## src/rtl/uart_block_loader_if.sv

```systemverilog
// Host-side bundle of the UART block loader: serial input, SHA handshake and status.
// The master modport is the loader itself; the slave modport is whoever drives the line and watches the block.
interface uart_block_loader_if #(
   parameter int BLOCK_BYTES = 64
) ();
   localparam int BLOCK_BITS = BLOCK_BYTES * 8;
   localparam int CNT_W      = $clog2(BLOCK_BYTES + 1);

   logic                  i_uart_rx;
   logic                  i_hash_done;
   logic [BLOCK_BITS-1:0] o_data;
   logic                  o_sha_start;
   logic                  o_busy;
   logic [CNT_W-1:0]      o_byte_cnt;
   logic                  o_frame_err;
   logic                  o_overrun;

   modport master (
      input  i_uart_rx,
      input  i_hash_done,
      output o_data,
      output o_sha_start,
      output o_busy,
      output o_byte_cnt,
      output o_frame_err,
      output o_overrun
   );

   modport slave (
      output i_uart_rx,
      output i_hash_done,
      input  o_data,
      input  o_sha_start,
      input  o_busy,
      input  o_byte_cnt,
      input  o_frame_err,
      input  o_overrun
   );
endinterface

```

## src/rtl/uart_block_loader.sv

```systemverilog
// 8N1 UART receiver feeding a byte packer that hands complete 512-bit blocks to a SHA-256 core
// and refuses new input until the core signals completion.
module uart_block_loader #(
   parameter int CLKS_PER_BIT      = 87,
   parameter int BLOCK_BYTES       = 64,
   parameter int IDLE_TIMEOUT_BITS = 16
) (
   input  logic                 clk,
   input  logic                 rst,
   uart_block_loader_if.master  bus
);
   localparam int BLOCK_BITS = BLOCK_BYTES * 8;
   localparam int CNT_W      = $clog2(BLOCK_BYTES + 1);
   localparam int CPB_W      = $clog2(CLKS_PER_BIT);
   localparam int TIMEOUT    = IDLE_TIMEOUT_BITS * CLKS_PER_BIT;
   localparam int SIL_W      = $clog2(TIMEOUT);

   localparam logic [CPB_W-1:0] BIT_LAST  = CPB_W'(CLKS_PER_BIT - 1);
   localparam logic [CPB_W-1:0] HALF_BIT  = CPB_W'((CLKS_PER_BIT - 1) / 2);
   localparam logic [CNT_W-1:0] BYTE_LAST = CNT_W'(BLOCK_BYTES - 1);
   localparam logic [SIL_W-1:0] SIL_LAST  = SIL_W'(TIMEOUT - 1);

   typedef enum logic [2:0] {R_IDLE, R_START, R_DATA, R_STOP, R_BREAK} rx_state_t;
   typedef enum logic {A_FILL, A_WAIT} asm_state_t;

   // ---------------------------------------------------------------- input synchroniser
   logic rx_meta, rx_sync;

   always_ff @(posedge clk) begin
      if (rst) begin
         rx_meta <= 1'b1;
         rx_sync <= 1'b1;
      end else begin
         rx_meta <= bus.i_uart_rx;
         rx_sync <= rx_meta;
      end
   end

   // ---------------------------------------------------------------- UART receiver
   rx_state_t        rx_state, rx_state_n;
   logic [CPB_W-1:0] clk_cnt, clk_cnt_n;
   logic [2:0]       bit_idx, bit_idx_n;
   logic [7:0]       rx_byte, rx_byte_n;
   logic             rx_valid, rx_valid_n;
   logic             frame_err_n;

   always_ff @(posedge clk) begin
      if (rst) begin
         rx_state        <= R_IDLE;
         clk_cnt         <= '0;
         bit_idx         <= '0;
         rx_byte         <= '0;
         rx_valid        <= 1'b0;
         bus.o_frame_err <= 1'b0;
      end else begin
         // NOTE: state registers use non-blocking assignments so every flop samples pre-edge values.
         rx_state        <= rx_state_n;
         clk_cnt         <= clk_cnt_n;
         bit_idx         <= bit_idx_n;
         rx_byte         <= rx_byte_n;
         rx_valid        <= rx_valid_n;
         bus.o_frame_err <= frame_err_n;
      end
   end

   always_comb begin
      // NOTE: every output of this block gets a default first, otherwise unassigned paths infer latches.
      rx_state_n  = rx_state;
      clk_cnt_n   = clk_cnt;
      bit_idx_n   = bit_idx;
      rx_byte_n   = rx_byte;
      rx_valid_n  = 1'b0;
      frame_err_n = 1'b0;
      unique case (rx_state)
         R_IDLE: begin
            if (!rx_sync) begin
               rx_state_n = R_START;
               clk_cnt_n  = '0;
            end
         end
         R_START: begin
            if (clk_cnt == HALF_BIT) begin
               clk_cnt_n = '0;
               bit_idx_n = '0;
               // A start bit that has gone high again by mid-bit was only a glitch.
               rx_state_n = rx_sync ? R_IDLE : R_DATA;
            end else begin
               clk_cnt_n = clk_cnt + 1'b1;
            end
         end
         R_DATA: begin
            if (clk_cnt == BIT_LAST) begin
               clk_cnt_n = '0;
               rx_byte_n = {rx_sync, rx_byte[7:1]};
               if (bit_idx == 3'd7) rx_state_n = R_STOP;
               else                 bit_idx_n  = bit_idx + 1'b1;
            end else begin
               clk_cnt_n = clk_cnt + 1'b1;
            end
         end
         R_STOP: begin
            if (clk_cnt == BIT_LAST) begin
               clk_cnt_n = '0;
               if (rx_sync) begin
                  rx_valid_n = 1'b1;
                  rx_state_n = R_IDLE;
               end else begin
                  frame_err_n = 1'b1;
                  rx_state_n  = R_BREAK;
               end
            end else begin
               clk_cnt_n = clk_cnt + 1'b1;
            end
         end
         R_BREAK: begin
            if (rx_sync) rx_state_n = R_IDLE;
         end
         default: rx_state_n = R_IDLE;
      endcase
   end

   // ---------------------------------------------------------------- block assembler
   asm_state_t            a_state, a_state_n;
   logic [BLOCK_BITS-1:0] buffer;
   logic [BLOCK_BITS-1:0] shifted;
   logic [SIL_W-1:0]      silence;
   logic                  hash_done_q;
   logic                  hash_rise;
   logic                  accept, complete, drop, release_busy, timeout_hit;

   assign shifted   = {buffer[BLOCK_BITS-9:0], rx_byte};
   assign hash_rise = bus.i_hash_done & ~hash_done_q;

   // Silence only accumulates while a partial block sits idle with the receiver waiting for a start bit.
   assign timeout_hit = (a_state == A_FILL) && (bus.o_byte_cnt != '0) && !rx_valid &&
                        (rx_state == R_IDLE) && (silence == SIL_LAST);

   always_comb begin
      a_state_n    = a_state;
      accept       = 1'b0;
      complete     = 1'b0;
      drop         = 1'b0;
      release_busy = 1'b0;
      unique case (a_state)
         A_FILL: begin
            if (rx_valid) begin
               accept = 1'b1;
               if (bus.o_byte_cnt == BYTE_LAST) begin
                  complete  = 1'b1;
                  a_state_n = A_WAIT;
               end
            end
         end
         A_WAIT: begin
            drop = rx_valid;
            if (hash_rise) begin
               release_busy = 1'b1;
               a_state_n    = A_FILL;
            end
         end
         default: a_state_n = A_FILL;
      endcase
   end

   always_ff @(posedge clk) begin
      if (rst) begin
         silence <= '0;
      end else if ((a_state != A_FILL) || (bus.o_byte_cnt == '0) || rx_valid ||
                   (rx_state != R_IDLE) || timeout_hit) begin
         silence <= '0;
      end else begin
         silence <= silence + 1'b1;
      end
   end

   always_ff @(posedge clk) begin
      if (rst) begin
         a_state         <= A_FILL;
         // NOTE: the block buffer is reset along with control state so a reset mid-block leaves no stale bytes.
         buffer          <= '0;
         bus.o_data      <= '0;
         bus.o_byte_cnt  <= '0;
         bus.o_sha_start <= 1'b0;
         bus.o_busy      <= 1'b0;
         bus.o_overrun   <= 1'b0;
         hash_done_q     <= 1'b0;
      end else begin
         a_state         <= a_state_n;
         hash_done_q     <= bus.i_hash_done;
         bus.o_sha_start <= complete;
         bus.o_overrun   <= drop;
         if (accept) begin
            buffer <= shifted;
            if (complete) begin
               bus.o_data     <= shifted;
               bus.o_byte_cnt <= '0;
               bus.o_busy     <= 1'b1;
            end else begin
               bus.o_byte_cnt <= bus.o_byte_cnt + 1'b1;
            end
         end else if (timeout_hit) begin
            buffer         <= '0;
            bus.o_byte_cnt <= '0;
         end
         if (release_busy) bus.o_busy <= 1'b0;
      end
   end
endmodule

```

## src/flat_wrapper.sv

```systemverilog
// flat-port wrapper written by rule: the top's interface ports become plain ports
module uart_block_loader_flat 
#(
   parameter int CLKS_PER_BIT      = 87,
   parameter int BLOCK_BYTES       = 64,
   parameter int IDLE_TIMEOUT_BITS = 16
)
  (clk, rst, bus_i_uart_rx, bus_i_hash_done, bus_o_data, bus_o_sha_start, bus_o_busy, bus_o_byte_cnt, bus_o_frame_err, bus_o_overrun);
  uart_block_loader_if #(.BLOCK_BYTES(BLOCK_BYTES)) bus_i ();
  input  logic clk;
  input  logic rst;
  input wire logic [$bits(bus_i.i_uart_rx)-1:0] bus_i_uart_rx;
  input wire logic [$bits(bus_i.i_hash_done)-1:0] bus_i_hash_done;
  output wire logic [$bits(bus_i.o_data)-1:0] bus_o_data;
  output wire logic [$bits(bus_i.o_sha_start)-1:0] bus_o_sha_start;
  output wire logic [$bits(bus_i.o_busy)-1:0] bus_o_busy;
  output wire logic [$bits(bus_i.o_byte_cnt)-1:0] bus_o_byte_cnt;
  output wire logic [$bits(bus_i.o_frame_err)-1:0] bus_o_frame_err;
  output wire logic [$bits(bus_i.o_overrun)-1:0] bus_o_overrun;
  assign bus_i.i_uart_rx = bus_i_uart_rx;
  assign bus_i.i_hash_done = bus_i_hash_done;
  assign bus_o_data = bus_i.o_data;
  assign bus_o_sha_start = bus_i.o_sha_start;
  assign bus_o_busy = bus_i.o_busy;
  assign bus_o_byte_cnt = bus_i.o_byte_cnt;
  assign bus_o_frame_err = bus_i.o_frame_err;
  assign bus_o_overrun = bus_i.o_overrun;
  uart_block_loader #(.CLKS_PER_BIT(CLKS_PER_BIT), .BLOCK_BYTES(BLOCK_BYTES), .IDLE_TIMEOUT_BITS(IDLE_TIMEOUT_BITS)) u_core (.clk(clk), .rst(rst), .bus(bus_i));
endmodule
```

## config.mk

```make
export PLATFORM = sky130hd
export DESIGN_NAME = uart_block_loader_flat
export DESIGN_NICKNAME = d
export VERILOG_FILES = /design/src/rtl/uart_block_loader_if.sv /design/src/rtl/uart_block_loader.sv /design/src/flat_wrapper.sv
export SDC_FILE = /design/constraint.sdc
export NUM_CORES = 2
export LEC_CHECK = 0
export CORE_ASPECT_RATIO = 1.4
export CORE_UTILIZATION = 48
export DETAILED_ROUTE_END_ITERATION = 16
export PLACE_DENSITY = 0.8
export SKIP_LAST_GASP = 1
export SLEW_MARGIN = 20
export SYNTH_ARGS = -nofsm -noshare
export SYNTH_HDL_FRONTEND = slang
export SYNTH_SLANG_ARGS = --single-unit
```

## constraint.sdc

```tcl
create_clock -name clk -period 2.08 [get_ports clk]
set_clock_uncertainty 0.1 [all_clocks]
set_input_delay 0.416 -clock clk [delete_from_list [all_inputs] [get_ports clk]]
set_output_delay 0.416 -clock clk [all_outputs]
set_load 0.02 [all_outputs]
```

Yosys cells after proc, flatten, opt, wreduce, memory -nomap -nowiden
Index checks and enable logic that the tools add are counted.
Storage, ports and cells
  logic and storage cells: 101
  output and inout port bits: 523
  flip-flop bits (word level): 1064
Operators by class
  multiplexer cells: 33
  reduce and logical (&&, ||, !) cells: 26
  bitwise logic cells: 5
  $add $sub $neg: 4
  equality and inequality tests: 16
Operators by type and width (count)
  504-bit two-way mux: 2
  7-bit two-way mux: 6
  3-bit two-way mux: 10
  7-bit one-hot mux with 3 select lines: 1
  3-bit one-hot mux with 5 select lines: 1
  7-bit by 1-bit adder with 7-bit output (second input constant): 2
  7-bit by 6-bit == test with 1-bit output (second input constant): 2
  11-bit by 1-bit adder with 11-bit output (second input constant): 1
  11-bit == test (second input constant): 1
  1-bit two-way mux: 10
  2-bit by 1-bit inequality test with 1-bit output (second input constant): 5
  2-bit OR reduction: 4
  7-bit == test (second input constant): 1
  7-bit logical NOT: 1
  7-bit nonzero test: 1
  3-bit by 2-bit == test with 1-bit output (second input constant): 2
  3-bit == test (second input constant): 2
  3-bit one-hot mux with 2 select lines: 1
  2-bit AND reduction: 3
  6-bit AND reduction: 1
  3-bit nonzero test: 2
  1-bit logical AND: 4
  1-bit logical OR: 4
  2-bit inequality test (second input constant): 2
  other kinds (11): 15

Longest topological paths before layout
  depth after elaboration: 7
  mapped depth: 8

Worst setup path before layout
OpenSTA, ideal clock, no wires.
  kind: register to register
  from: reg u_core.bus.o_byte_cnt[0]
  to: reg u_core.bus.o_data[443]
  data arrival time: 2104 ps
  setup time: 132 ps
  path buffers: 3
  slack: -256 ps
  period minus slack after synthesis: 2336 ps
  cell stages (with the launch flop): 9
  data required time: 1848 ps
  cells stage by stage: dfxtp_1 -> ha_1 -> nand3_1 -> or4_1 -> clkbuf_1 -> clkbuf_1 -> clkbuf_1 -> nand2_1 -> a21oi_1
On the way
  word-level cells in the longest chain between the ends: 5
Ends and longest elaborated chain
  start: declaration: line uart_block_loader_if.sv:24  | output o_byte_cnt,
  start signal: assignment: line uart_block_loader.sv:199  | bus.o_byte_cnt <= bus.o_byte_cnt + 1'b1;
  7-bit by 6-bit == test with 1-bit output: line uart_block_loader.sv:148  | if (bus.o_byte_cnt == BYTE_LAST) begin
  1-bit two-way mux: line uart_block_loader.sv:148
  1-bit two-way mux: line uart_block_loader.sv:146  | if (rx_valid) begin
  1-bit two-way mux: line uart_block_loader.sv:144  | unique case (a_state)
  2-bit AND reduction (no line)
  end signal: assignment: line uart_block_loader.sv:195  | bus.o_data <= shifted;
  end: declaration: line uart_block_loader_if.sv:21  | output o_data,
No other way between the ends.
A chain may end at the register's enable or synchronous reset.

Worst setup path after layout
  from: reg u_core.rx_state[2]
  to: reg u_core.buffer[321]
On the way
  word-level cells in the longest chain between the ends: 4
Ends and longest elaborated chain
  start: declaration: line uart_block_loader.sv:40  | rx_state_t rx_state, rx_state_n;
  start signal: assignment: line uart_block_loader.sv:57  | rx_state <= rx_state_n;
  3-bit logical NOT: line uart_block_loader.sv:136  | (rx_state == R_IDLE) && (silence == SIL_LAST);
  1-bit logical AND: line uart_block_loader.sv:135  | assign timeout_hit = (a_state == A_FILL) && (bus.o_byte_cnt != '0) && !rx_valid &&
  1-bit logical AND: line uart_block_loader.sv:136
  2-bit nonzero test (no line)
  end signal: assignment: line uart_block_loader.sv:193  | buffer <= shifted;
  end: declaration: line uart_block_loader.sv:124  | logic [BLOCK_BITS-1:0] buffer;
No other way between the ends.

==> results_dict.tcl <==
set metrics [dict create \
    met1_usage_pct 32.3 \
    reg2reg_setup_slack_ns -0.18 \
    setup-tns-final_ns -98.18 \
    grt_pass1_vias 28901 \
    drc 0 \
    drt_first_iter_violations 3093 \
    crit_buf_inv 3 \
    cts_hold_buf 0 \
    clkPwrFrac_pct 45.5 \
    critPathKind "flip-flop to flip-flop" \
    synthArstFlopShare_pct 0 \
    nets 4602 \
    finalCritPeriodShare_pct 108 \
    cts_max_level 3 \
    cp_max_fo 26 \
    p_switching_w 0.00821 \
    syn_to_final_growth_pct 29.4 \
    setup-violations-final 1245 \
    critPathRequiredTime_ns 2.49 \
    synth_edf_count 0 \
    grt_pass1_wl_mm 156 \
    status "complete, but fails checks" \
    routedWlPerCell_um 18.8 \
    cp.arrival_ns 2.67 \
    start_util_pct 48.6 \
    grt.met2_usage_pct 43.1 \
    critical-path-top-cell-by-count "buf_12" \
    drive_gt1_share_pct 7.05 \
    synth.distinct_cells 47 \
    globalplace.congestion 0.848 \
    combPwrFrac_pct 1.2 \
    grt_max_degree 171 \
    num_vias 31381 \
    startpoint_type "flip-flop" \
    hp-class "primary input to flip-flop" \
    rows 117 \
    rsz0062_at_grt "yes" \
    ys.warnings.count 0 \
    maxSlewHeadroom_pct 37.0 \
    powerDensity_mw_per_mm2 834 \
    p_int_w 0.0300 \
    io_pins 527 \
    period_needed_ns 2.26 \
    p_seq_share_pct 53.3 \
    ant_nets 0 \
    worst_pin_slew_ns 0.945 \
    port_buffers 526 \
    antenna_found_initial 2 \
    die-area_mm2 0.0749 \
    clockBufferDepth 3 \
    hold_violations 0 \
    dp_hpwl_mm 69.0 \
    grt.overflow.total 0 \
    numCtsBuffers 94 \
    syn_area_mm2 0.0354 \
    routed_wl_mm 105 \
    grt_util_met3_pct 5.36 \
    avgSynthCellArea_um2 8.51 \
    die_w_um 232 \
    p_leak_nw 15.3 \
    end_kind "flip-flop" \
    violations "setup timing" \
    path_clk_slew_ns 0.07 \
    tritoncts "yes" \
    first_pass_iters 6 \
    max_freq_mhz 443 \
    syn-num-nets 4170 \
    maxCapViolations 0 \
    die_y_um 323 \
    slowest_delay_ns 0.53 \
    layout_setup_ws_ns -0.177 \
    path_cells "or4_4 -> a211o_1 -> o21ai_4 -> buf_12 -> buf_12 -> buf_12 -> o22ai_1" \
    ys_seq_area_share_pct 60.2 \
    clock_latency_ns 0.67 \
    via_per_inst 5.58 \
    critPathSlowestCell "or4_4" \
    crit_family "compound AO/OA/AOI/OAI gates" \
    grt_use_total_pct 26.1 \
    p_total_w 0.0382 \
    ys.flop_type "dfxtp_1" \
    cts_sinks 1064 \
    fillerInstances 5802 \
    ys_seq_elements 1064 \
    p_sw_share_pct 21.5 \
    final_max_slew_viol_count 0 \
    gr-max-usage-layer "met2" \
    root_buffer "clkbuf_16" \
    coreArea_mm2 0.0729 \
    syn_inst 4159 \
    irDropWorstVdd_mv 0.754 \
]
==> worst min-delay path, stage by stage <==
cell and delay (ns):
buf_8 0.12, inv_8 0.12, nand2_1 0.12, o22ai_1 0.07
==> Yosys cell counts (3+ instances only) <==
library cell | number | area (um^2)
nand2_1 | 1543 | 5790
dfxtp_1 | 1064 | 21300
a21oi_1 | 524 | 2620
o22ai_1 | 489 | 3060
clkbuf_1 | 247 | 927
buf_2 | 103 | 515
nor2_1 | 34 | 128
inv_1 | 25 | 93.8
o32ai_1 | 16 | 140
nand3_1 | 15 | 75.1
xnor2_1 | 10 | 87.6
nor3_1 | 9 | 45.0
ha_1 | 7 | 87.6
nor2b_1 | 6 | 37.5
o21ai_0 | 6 | 30.0
nand4_1 | 5 | 31.3
and3_1 | 4 | 25.0
xor2_1 | 4 | 35.0
a21boi_0 | 3 | 22.5
a311oi_1 | 3 | 26.3
mux2i_1 | 3 | 30.0
nor3b_1 | 3 | 22.5
==> sequential cells by signal (all words and copies together) (netlist names), 3 cells and up <==
register	cells
u_core.rx_byte	8
u_core.silence	11
u_core.bus.o_data	512
u_core.bus.o_byte_cnt	7
u_core.bit_idx	3
u_core.clk_cnt	7
u_core.rx_state	3
u_core.buffer	504
==> power by group through the flow <==
stage	Clock [W]	Sequential (W)	Combinational (W)
after floorplan	0	0.0208	0.000293
after global placement	0	0.0208	0.000459
after detailed placement	0	0.0208	0.000460
after CTS	0.0175	0.0204	0.000461
after global routing	0.0184	0.0204	0.000500
final	0.0174	0.0204	0.000469
==> worst paths after layout <==
path                           start  depth (start not counted)            endpoint
hold / removal                   rst                          4  u_core.buffer[237]
setup / recovery  u_core.rx_state[2]                          7  u_core.buffer[321]
setup reg to reg  u_core.rx_state[2]                          7  u_core.buffer[321]
hold reg to reg       u_core.rx_meta                          1      u_core.rx_sync
==> stage by stage <==
stage	setup WS, ns	cell area, um^2	instances	utilization (%)	hold slack (ns)
6_report	-0.177	45800	5619	62.9	0.142
5_1_grt	-0.243	45800	5619	62.9	0.146
4_1_cts	-0.192	45300	5593	62.1	0.117
3_5_place_dp	-0.173	42200	5422	58.0	0.303
3_3_place_gp	-0.117	42200	5422	58.0	0.301
2_1_floorplan	0.0312	35500	4159	-	0.289
==> kinds of logic (layout without fill, tap and decap cells) <==
| kind of cell | after synthesis | after routing | synth area share (%) |
|---|---|---|---|
| buffers and inverters | 376 | 883 | 4.35 |
| AO/OA/AOI/OAI | 1057 | 1057 | 17.0 |
| flip-flops | 1064 | 1064 | 60.2 |
| AND/OR/NAND/NOR | 1638 | 1638 | 17.8 |
| XOR/XNOR | 14 | 14 | 0.346 |
| other | 0 | 1 | 0 |
| adder cells (fa/ha/maj) | 7 | 7 | 0.247 |
| multiplexers | 3 | 3 | 0.0848 |
==> metal layers <==
| metal | wire length [um] | vias to the layer above |
|---|---|---|
| met5 | 0 | - |
| met4 | 4660 | 0 |
| met3 | 8410 | 225 |
| met2 | 50500 | 1362 |
| met1 | 41800 | 14869 |
| li1 | - | 14925 |
==> cell usage in the layout, fill, tap and decap left out, types with 10 or more instances in the layout <==
cell type | netlist | layout
clkdlybuf4s50_1 | 0 | 467
clkbuf_8 | 0 | 16
buf_4 | 0 | 77
dlygate4sd2_1 | 0 | 55
inv_1 | 25 | 25
xnor2_1 | 10 | 10
nand3_1 | 15 | 14
dfxtp_1 | 1064 | 1062
a21oi_1 | 524 | 524
clkinv_2 | 0 | 18
buf_12 | 0 | 57
nand2_1 | 1543 | 1543
nor2_1 | 34 | 34
o32ai_1 | 16 | 16
clkbuf_16 | 0 | 109
clkbuf_1 | 247 | 18
o22ai_1 | 489 | 489
==> layout make-up <==
type / instances / area (um^2) / area share, %
clock buffers: 130 / 2690 / 5.87
multi-input cells: 2719 / 12600 / 27.6
inverters: 26 / 105 / 0.229
repair buffers: 686 / 7500 / 16.4
diodes: 1 / 2.50 / 0.00546
flip-flops and latches: 1064 / 21300 / 46.5
well taps: 952 / 1190 / 2.60
clock inverters: 41 / 402 / 0.876
==> what timing repair did <==
action,4_1_cts,5_1_grt
cloned,0,17
setup endpoints to repair,1378,1456
buffers inserted,0,8
gates resized for setup,58,18
pin swaps,0,3
Note: power is estimated with default switching activity, not from simulation.
